## config.mk

```make
export PLATFORM = sky130hd
export DESIGN_NAME = button_event_decoder_flat
export DESIGN_NICKNAME = d
export VERILOG_FILES = /design/src/rtl/button_event_decoder_if.sv /design/src/rtl/button_event_decoder.sv /design/src/flat_wrapper.sv
export SDC_FILE = /design/constraint.sdc
export NUM_CORES = 1
export LEC_CHECK = 0
export ABC_AREA = 1
export CAP_MARGIN = 40
export CORE_UTILIZATION = 65
export DETAILED_ROUTE_END_ITERATION = 16
export GPL_TIMING_DRIVEN = 0
export HOLD_SLACK_MARGIN = 0.06
export PLACE_DENSITY = 0.84
export SETUP_SLACK_MARGIN = 0.2
export SKIP_CTS_REPAIR_TIMING = 1
export SLEW_MARGIN = 10
export SYNTH_ARGS = -nofsm -noshare
export SYNTH_HDL_FRONTEND = slang
export SYNTH_SLANG_ARGS = --single-unit
```

## constraint.sdc

```tcl
create_clock -name i_Clk -period 4.7 [get_ports i_Clk]
set_input_delay 0.705 -clock i_Clk [delete_from_list [all_inputs] [get_ports i_Clk]]
set_output_delay 0.705 -clock i_Clk [all_outputs]
set_load 0.01 [all_outputs]
```

## src/rtl/button_event_decoder_if.sv

```systemverilog
// button_event_decoder_if: debounced button level in, event pulses out
interface button_event_decoder_if;
  logic i_Debounced;
  logic o_Press;
  logic o_Release;
  logic o_Short_Click;
  logic o_Double_Click;
  logic o_Long_Press;
  modport master (
    output i_Debounced,
    input  o_Press, o_Release, o_Short_Click, o_Double_Click, o_Long_Press
  );
  modport slave (
    input  i_Debounced,
    output o_Press, o_Release, o_Short_Click, o_Double_Click, o_Long_Press
  );
endinterface

```

## src/rtl/button_event_decoder.sv

```systemverilog
// button_event_decoder: debounced level to press/release/click/double/long pulses; BUTTON_EVENT_DOUBLE_CLICK_EN enables the double-click path
module button_event_decoder #(
  parameter int LONG_LIMIT = 25_000_000,
  parameter int GAP_LIMIT  = 7_500_000
) (
  input logic i_Clk,
  input logic i_Rst_L,
  button_event_decoder_if.slave bus
);
`ifdef BUTTON_EVENT_DOUBLE_CLICK_EN
  localparam int MAX_LIMIT = (LONG_LIMIT > GAP_LIMIT) ? LONG_LIMIT : GAP_LIMIT;
`else
  localparam int MAX_LIMIT = LONG_LIMIT + 0 * GAP_LIMIT;
`endif
  localparam int W = $clog2(MAX_LIMIT);
  localparam logic [W-1:0] LAST_LONG = W'(LONG_LIMIT - 1);
`ifdef BUTTON_EVENT_DOUBLE_CLICK_EN
  localparam logic [W-1:0] LAST_GAP = W'(GAP_LIMIT - 1);
`endif
  typedef enum logic [2:0] {
    IDLE,
    PRESSED,
    LONG_HELD
`ifdef BUTTON_EVENT_DOUBLE_CLICK_EN
    ,
    WAIT_GAP,
    SECOND_PRESSED
`endif
  } state_t;
  state_t r_State, w_Next;
  logic [W-1:0] r_Count;
  logic r_Prev, w_Rise, w_Fall, w_Inc, w_Short, w_Long;
  logic r_Press, r_Release, r_Short, r_Long;
`ifdef BUTTON_EVENT_DOUBLE_CLICK_EN
  logic w_Double, r_Double;
`endif
  assign w_Rise = bus.i_Debounced & ~r_Prev;
  assign w_Fall = ~bus.i_Debounced & r_Prev;
  // next state and one-cycle event decisions; release is checked before the limit
  always_comb begin
    w_Next  = r_State;
    w_Inc   = 1'b0;
    w_Short = 1'b0;
    w_Long  = 1'b0;
`ifdef BUTTON_EVENT_DOUBLE_CLICK_EN
    w_Double = 1'b0;
`endif
    case (r_State)
      IDLE: w_Next = w_Rise ? PRESSED : IDLE;
      PRESSED:
        if (w_Fall) begin
`ifdef BUTTON_EVENT_DOUBLE_CLICK_EN
          w_Next = WAIT_GAP;
`else
          w_Next  = IDLE;
          w_Short = 1'b1;
`endif
        end else if (r_Count == LAST_LONG) begin
          w_Long = 1'b1;
          w_Next = LONG_HELD;
        end else w_Inc = 1'b1;
      LONG_HELD: w_Next = w_Fall ? IDLE : LONG_HELD;
`ifdef BUTTON_EVENT_DOUBLE_CLICK_EN
      WAIT_GAP:
        if (r_Count == LAST_GAP) begin
          w_Short = 1'b1;
          w_Next  = w_Rise ? PRESSED : IDLE;
        end else if (w_Rise) w_Next = SECOND_PRESSED;
        else w_Inc = 1'b1;
      SECOND_PRESSED:
        if (w_Fall) begin
          w_Double = 1'b1;
          w_Next   = IDLE;
        end else if (r_Count == LAST_LONG) begin
          w_Long = 1'b1;
          w_Next = LONG_HELD;
        end else w_Inc = 1'b1;
`endif
      default: w_Next = IDLE;
    endcase
  end
  // state, saturating-free counter cleared on every state change, registered pulses
  always_ff @(posedge i_Clk or negedge i_Rst_L) begin
    if (!i_Rst_L) begin
      r_State   <= IDLE;
      r_Count   <= '0;
      r_Prev    <= 1'b0;
      r_Press   <= 1'b0;
      r_Release <= 1'b0;
      r_Short   <= 1'b0;
      r_Long    <= 1'b0;
`ifdef BUTTON_EVENT_DOUBLE_CLICK_EN
      r_Double  <= 1'b0;
`endif
    end else begin
      r_State   <= w_Next;
      r_Count   <= (w_Next != r_State) ? '0 : w_Inc ? r_Count + 1'b1 : r_Count;
      r_Prev    <= bus.i_Debounced;
      r_Press   <= w_Rise;
      r_Release <= w_Fall;
      r_Short   <= w_Short;
      r_Long    <= w_Long;
`ifdef BUTTON_EVENT_DOUBLE_CLICK_EN
      r_Double  <= w_Double;
`endif
    end
  end
  assign bus.o_Press       = r_Press;
  assign bus.o_Release     = r_Release;
  assign bus.o_Short_Click = r_Short;
  assign bus.o_Long_Press  = r_Long;
`ifdef BUTTON_EVENT_DOUBLE_CLICK_EN
  assign bus.o_Double_Click = r_Double;
`else
  assign bus.o_Double_Click = 1'b0;
`endif
endmodule

```

## src/flat_wrapper.sv

```systemverilog
// flat-port wrapper written by rule: the top's interface ports become plain ports
module button_event_decoder_flat 
#(
  parameter int LONG_LIMIT = 25_000_000,
  parameter int GAP_LIMIT  = 7_500_000
)
  (i_Clk, i_Rst_L, bus_i_Debounced, bus_o_Press, bus_o_Release, bus_o_Short_Click, bus_o_Double_Click, bus_o_Long_Press);
  button_event_decoder_if bus_i ();
  input logic i_Clk;
  input logic i_Rst_L;
  input wire logic [$bits(bus_i.i_Debounced)-1:0] bus_i_Debounced;
  output wire logic [$bits(bus_i.o_Press)-1:0] bus_o_Press;
  output wire logic [$bits(bus_i.o_Release)-1:0] bus_o_Release;
  output wire logic [$bits(bus_i.o_Short_Click)-1:0] bus_o_Short_Click;
  output wire logic [$bits(bus_i.o_Double_Click)-1:0] bus_o_Double_Click;
  output wire logic [$bits(bus_i.o_Long_Press)-1:0] bus_o_Long_Press;
  assign bus_i.i_Debounced = bus_i_Debounced;
  assign bus_o_Press = bus_i.o_Press;
  assign bus_o_Release = bus_i.o_Release;
  assign bus_o_Short_Click = bus_i.o_Short_Click;
  assign bus_o_Double_Click = bus_i.o_Double_Click;
  assign bus_o_Long_Press = bus_i.o_Long_Press;
  button_event_decoder #(.LONG_LIMIT(LONG_LIMIT), .GAP_LIMIT(GAP_LIMIT)) u_core (.i_Clk(i_Clk), .i_Rst_L(i_Rst_L), .bus(bus_i));
endmodule
```

==> results of run 1 <==
-- state kept, by name (all words and copies together), names as in the netlist --
signal	count
u_core.r_Prev	1
u_core.bus.o_Press	1
u_core.bus.o_Release	1
u_core.r_State	3
u_core.r_Count	25
u_core.bus.o_Long_Press	1
u_core.bus.o_Short_Click	1
-- cells in the mapped netlist (2+ instances only) --
cell type	count	area, µm²
nand2_1	92	345
nor2_1	45	169
inv_1	39	146
dfrtp_1	33	826
nand3_1	24	120
nor2_2	14	87.6
nand2_2	6	37.5
o21ai_0	6	30.0
buf_6	5	56.3
nor2_4	5	56.3
o21bai_1	5	37.5
a21oi_1	3	15.0
nor3_1	3	15.0
a31oi_1	2	12.5
buf_4	2	15.0
inv_2	2	7.51
nand4_1	2	12.5
nor3_2	2	20.0
-- cells by family after synthesis --
kind of cell	share of synthesized area
other	0.00180
AO/OA/AOI/OAI	0.0540
XOR/XNOR	0.00420
buffers and inverters	0.108
flip-flops	0.396
AND/OR/NAND/NOR	0.430
adder cells (fa/ha/maj)	0.00599
-- power by group through the flow --
| stage | combinational, mW | sequential [mW] | clock, mW |
|---|---|---|---|
| after floorplan | 0.0229 | 0.294 | 0 |
| after global placement | 0.0387 | 0.294 | 0 |
| after detailed placement | 0.0382 | 0.294 | 0 |
| after CTS | 0.0383 | 0.289 | 0.234 |
| after global routing | 0.0419 | 0.289 | 0.246 |
| final | 0.0377 | 0.289 | 0.228 |
-- layout by cell type, fill, tap and decap left out, drive strengths merged --
| master | n |
|---|---|
| nand4 | 2 |
| nor2 | 64 |
| nand3b | 1 |
| o21ai | 6 |
| clkinvlp | 1 |
| nand2 | 98 |
| a31oi | 2 |
| inv | 41 |
| conb | 2 |
| nand3 | 26 |
| o21bai | 5 |
| xor2 | 1 |
| nor3 | 5 |
| clkdlybuf4s50 | 5 |
| buf | 8 |
| clkbuf | 6 |
| ha | 1 |
| a21oi | 4 |
| o41ai | 1 |
| bufinv | 1 |
| dfrtp | 33 |
-- final cells by class --
| type | count | area (µm²) | area share |
|---|---|---|---|
| multi-input cells | 218 | 1040 | 0.454 |
| flip-flops and latches | 33 | 826 | 0.361 |
| inverters | 41 | 154 | 0.0672 |
| plain buffers | 7 | 71.3 | 0.0311 |
| repair buffers | 6 | 55.1 | 0.0240 |
| well taps | 44 | 55.1 | 0.0240 |
| clock buffers | 6 | 51.3 | 0.0224 |
| clock inverters | 2 | 37.5 | 0.0164 |
-- worst paths after layout --
check	startpoint	endpoint	slack [ns]	cells past startpoint
hold / removal	i_Rst_L	u_core.r_Count[3]$_DFFE_PN0P_	0.40	1
setup / recovery	bus_i_Debounced	u_core.r_Count[22]$_DFFE_PN0P_	2.60	11
setup reg to reg	u_core.r_Count[0]$_DFFE_PN0P_	u_core.r_Count[22]$_DFFE_PN0P_	2.88	10
hold reg to reg	u_core.r_Prev$_DFF_PN0_	u_core.bus.o_Press$_DFF_PN0_	0.46	1
max in group asynchronous	i_Rst_L	u_core.r_Count[22]$_DFFE_PN0P_	3.82	1
min in group i_Clk	u_core.r_Prev$_DFF_PN0_	u_core.bus.o_Press$_DFF_PN0_	0.46	1
-- layer usage --
metal	wire, µm	track usage	vias up
met4	79	0.129	0
met1	1950	0.387	865
met3	211	0.0681	8
li1	-	-	944
met5	0	0	-
met2	1980	0.448	55
-- stage by stage --
stage	hold slack, ns	std cells	utilization
after global placement	0.441	349	0.723
after global routing	0.454	357	0.750
after detailed placement	0.448	349	0.721
final	0.405	357	0.750
after floorplan	0.409	299	-
after CTS	0.418	357	0.750
==> out/results.ini, run 1 <==
[outcome]
status=finished, final reports clean

[power]
pwr_density_cell_mw_per_mm2=242
internal_power_uw=425
clock_power_share=0.412
peakVddDrop_mv=0.226
total_power_uw=554
p_sw_frac=0.233
p_seq_frac=0.520
switchingPower_uw=129
leakagePower_nw=0.957
combPwrFrac=0.068

[clocking]
cts_max_level=2
cts_tree=yes
clk_pin_slew_ns=0.11
cts_sinks=33
worstSkewPairLatency_ns=0.35
root_buffer=clkbuf_4
clockBufferDepth=2
cts_made_buffers=5

[sta]
tns_ns=0
finalClockSkew_ns=0.00965
finalHoldViolations=0
relSlewSlack=0.508
period_share=0.446
fin_ws_ns=2.60
setup_viol=0
slew_violations=0
clock.fmax_mhz=477
period_minus_slack_ns=2.10
max_slew.worst_pin.slew_ns=0.738
rsz0062_at_grt=no

[floorplan]
die_h_um=58.7
die_x_um=58.7
initial_core_util=0.684
rows=20
die-area_mm2=0.00344
io-pin-count=8
core-area_mm2=0.00305

[global_routing]
overflow=0
antenna_found_initial=0
grt_pass1_vias=1667
track_usage=0.289
grt_max_degree=34
grt_pass1_wl_um=7280

[worst_setup_path]
worst-path-buf-inv=5
path_class=in2reg
cp.required_ns=4.94
crit_path_start_kind=input port
path_cells=clkdlybuf4s50_1 -> inv_1 -> nand2_1 -> inv_1 -> nor2_4 -> inv_2 -> nor2_4 -> buf_6 -> nand3_1 -> nand2_1 -> nor2_2
cp_max_fo=10
worstPathArrival_ns=2.34
cpLargestDelayFamily=buffers and inverters
end_kind=flip-flop
slowest_delay_ns=0.47
slowest_stage=clkdlybuf4s50_1

[finish]
fin_area_mm2=0.00229
diodes=0
drive_gt1_frac=0.153
fill_cells=257
syn_to_final_growth_pct=9.71
fin_nets=316

[yosys]
async_flop_share=1.00
synth-edff-count=0
synth_warnings=0
postSynthAreaPerCell_um2=7.00
ys_seq_elements=33
synthesis.area_mm2=0.00209
yosysSeqAreaShare=0.396
synth_ff_type=dfrtp_1
netlist-cell-type-count=26
synthCells=298

[drt]
vias_per_cell=5.24
drtIter0Drc=114
first_pass_iters=4
drc=0
routed_wl_um=4220
ant_nets=0
post_drt_wl_per_cell_um=11.8
vias=1872

[min_path]
hp-class=in2async

[placement]
place_ws_ns=2.24
dp_hpwl_um=2980
placed_cell_area_mm2=0.00220
gp_congestion=0.902
port-buffer-count=6

[run]
cap_violations=0

(Power assumes the default switching activity.)
==> inputs of run 2 (changes only) <==
--- a/config.mk
+++ b/config.mk
@@ -7,11 +7,11 @@
 export LEC_CHECK = 0
 export ABC_AREA = 1
 export CAP_MARGIN = 40
-export CORE_UTILIZATION = 65
+export CORE_UTILIZATION = 60
 export DETAILED_ROUTE_END_ITERATION = 16
 export GPL_TIMING_DRIVEN = 0
 export HOLD_SLACK_MARGIN = 0.06
-export PLACE_DENSITY = 0.84
+export PLACE_DENSITY = 0.79
 export SETUP_SLACK_MARGIN = 0.2
 export SKIP_CTS_REPAIR_TIMING = 1
 export SLEW_MARGIN = 10
==> constraint.sdc (replaced) <==
create_clock -name i_Clk -period 2.1 [get_ports i_Clk]
set_input_delay 0.315 -clock i_Clk [delete_from_list [all_inputs] [get_ports i_Clk]]
set_output_delay 0.315 -clock i_Clk [all_outputs]
set_load 0.01 [all_outputs]
==> out/results.ini, run 2 (synthesized netlist as in run 1, its figures left out) <==
[finish]
fin_nets=321  ; +1.6%
mostFrequentLayoutCell=nand2_1
post-route-util=0.688  ; -0.0620
fill_cells=296  ; +15%
syn_to_final_growth_pct=10.0
drive_gt1_frac=0.164  ; +0.0102
regMostFlops=u_core.r_Count
largest_reg_flops=25  ; unchanged
final_cell_mix=nand2_1, nor2_1, inv_1, dfrtp_1, nand3_1
diodes=0  ; unchanged
top_regs=u_core.r_Count: 25 flops, u_core.r_State: 3 flops
multiInputGateArea_mm2=0.00105  ; +1.1%
register_area_um2=826  ; unchanged

[global_routing]
grt_pass1_wl_um=7070  ; -2.8%
overflow=0  ; unchanged
grt_max_degree=34  ; unchanged
grt_pass1_vias=1605  ; -3.7%
antenna_found_initial=0  ; unchanged
track_usage=0.265  ; -0.0237

[power]
p_sw_frac=0.266  ; +0.0328
leakagePower_nw=0.971  ; +1.5%
p_seq_frac=0.593  ; +0.073
clock_power_share=0.324  ; -0.088
switchingPower_uw=290  ; +120%
pwr_density_cell_mw_per_mm2=474  ; +96%
peakVddDrop_mv=0.437  ; +94%
combPwrFrac=0.083  ; +0.015
internal_power_uw=799  ; +88%

[drt]
routed_wl_um=4410  ; +4.5%
drc=0  ; unchanged
vias=1843  ; -1.5%
post_drt_wl_per_cell_um=12.1  ; +2.5%
drtIter0Drc=139  ; +22%
ant_nets=0  ; unchanged
first_pass_iters=4  ; unchanged
vias_per_cell=5.06  ; -3.4%

[worst_setup_path]
worst-path-buf-inv=1  ; -4
worstPathArrival_ns=2.00  ; -0.34 ns
slowest_stage=dfrtp_1
path_class=reg2reg
cp_max_fo=10  ; unchanged
path_cells=ha_1 -> nand3_1 -> nor2_1 -> nand2_1 -> nor2_4 -> nor2_4 -> buf_6 -> nand3_1 -> nand2_1 -> nor2_2
end_kind=flip-flop
cpLargestDelayFamily=simple AND/OR/NAND/NOR gates
cp.required_ns=2.34  ; -2.60 ns
crit_path_start_kind=flip-flop
slowest_delay_ns=0.43  ; -0.04 ns

[clocking]
clk_pin_slew_ns=0.11  ; about the same
cts_max_level=2  ; unchanged
cts_tree=yes
cts_sinks=33  ; unchanged
clockBufferDepth=2  ; unchanged
worstSkewPairLatency_ns=0.35  ; about the same
cts_made_buffers=5  ; unchanged
root_buffer=clkbuf_4

[floorplan]
die_x_um=61.0  ; +3.9%
rows=21  ; +5.0%
core-area_mm2=0.00334  ; +9.3%
io-pin-count=8  ; unchanged
initial_core_util=0.625  ; -0.0582
die_h_um=61.0  ; +3.9%
die-area_mm2=0.00372  ; +8.0%

[sta]
relSlewSlack=0.507  ; -0.000938
finalClockSkew_ns=0.0118  ; +0.00215 ns
rsz0062_at_grt=no
max_slew.worst_pin.slew_ns=0.740  ; +0.00141 ns
tns_ns=0  ; unchanged
period_share=0.838
clock.fmax_mhz=568
period_minus_slack_ns=1.76
setup_viol=0  ; unchanged
finalHoldViolations=0  ; unchanged
slew_violations=0  ; unchanged

[placement]
port-buffer-count=6  ; unchanged
gp_congestion=0.932  ; +3.3%
dp_hpwl_um=3080  ; +3.4%

[outcome]
status=finished, final reports clean

[min_path]
hp-class=in2async

[run]
cap_violations=0  ; unchanged

-- run 2: cell count changes in the layout (fill, tap and decap cells not counted) --
cell        delta
buf_4          +4
clkinv_2       +2
bufinv_16      -1
clkbuf_1       +1
clkbuf_8       -1
clkinvlp_4     -1
nor2_4         +1
-- run 2: stage by stage --
step | cell area, µm² | std cells | hold WS (ns) | power, mW | setup WS (ns)
2_1_floorplan | 2090 | 299 | 0.0194 | 0.710 | 0.569
3_3_place_gp | 2210 | 351 | 0.435 | 0.745 | 0.0320
3_5_place_dp | 2200 | 351 | 0.418 | 0.745 | 0.0338
4_1_cts | 2250 | 359 | 0.0420 | 1.09 | 0.264
5_1_grt | 2300 | 364 | 0.0881 | 1.13 | 0.218
6_report | 2300 | 364 | 0.0142 | 1.09 | 0.340
-- run 2: layer usage --
layer  vias up  global-route usage  part of all wire  wire, µm
met5         -                   0                 0         0
met4         0               0.104             0.017        76
met3        10              0.0576             0.056       247
met2        41               0.429              0.46      2040
met1       839               0.348              0.46      2050
li1        953                   -                 -         -
-- run 2: power by group through the flow --
stage / registers [mW] / logic, mW / clock network [mW]
2_1_floorplan: 0.659 / 0.0513 / 0
3_3_place_gp: 0.658 / 0.0870 / 0
3_5_place_dp: 0.658 / 0.0865 / 0
4_1_cts: 0.646 / 0.0867 / 0.360
5_1_grt: 0.647 / 0.100 / 0.380
6_report: 0.646 / 0.0899 / 0.353
-- run 2: path summary, 6_finish.rpt --
check / slack (ns) / startpoint / depth (start not counted) / to
worst max register to register: 0.34 / u_core.r_Count[0]$_DFFE_PN0P_ / 10 / u_core.r_Count[22]$_DFFE_PN0P_
worst max-delay path: 0.34 / u_core.r_Count[0]$_DFFE_PN0P_ / 10 / u_core.r_Count[22]$_DFFE_PN0P_
worst min-delay path: 0.01 / i_Rst_L / 1 / u_core.r_Count[3]$_DFFE_PN0P_
min in group i_Clk: 0.44 / bus_i_Debounced / 1 / u_core.r_Prev$_DFF_PN0_
max in group asynchronous: 1.61 / i_Rst_L / 1 / u_core.r_Count[16]$_DFFE_PN0P_
worst min register to register: 0.46 / u_core.r_Prev$_DFF_PN0_ / 1 / u_core.bus.o_Press$_DFF_PN0_
-- run 2: area by class of cell --
class / instances / area share
Buffer: 7 / 0.0311
Clock buffer: 6 / 0.0180
Clock inverter: 2 / 0.00436
Inverter: 41 / 0.0670
Multi-Input combinational cell: 219 / 0.458
Sequential cell: 33 / 0.360
Tap cell: 46 / 0.0251
Timing Repair Buffer: 10 / 0.0371
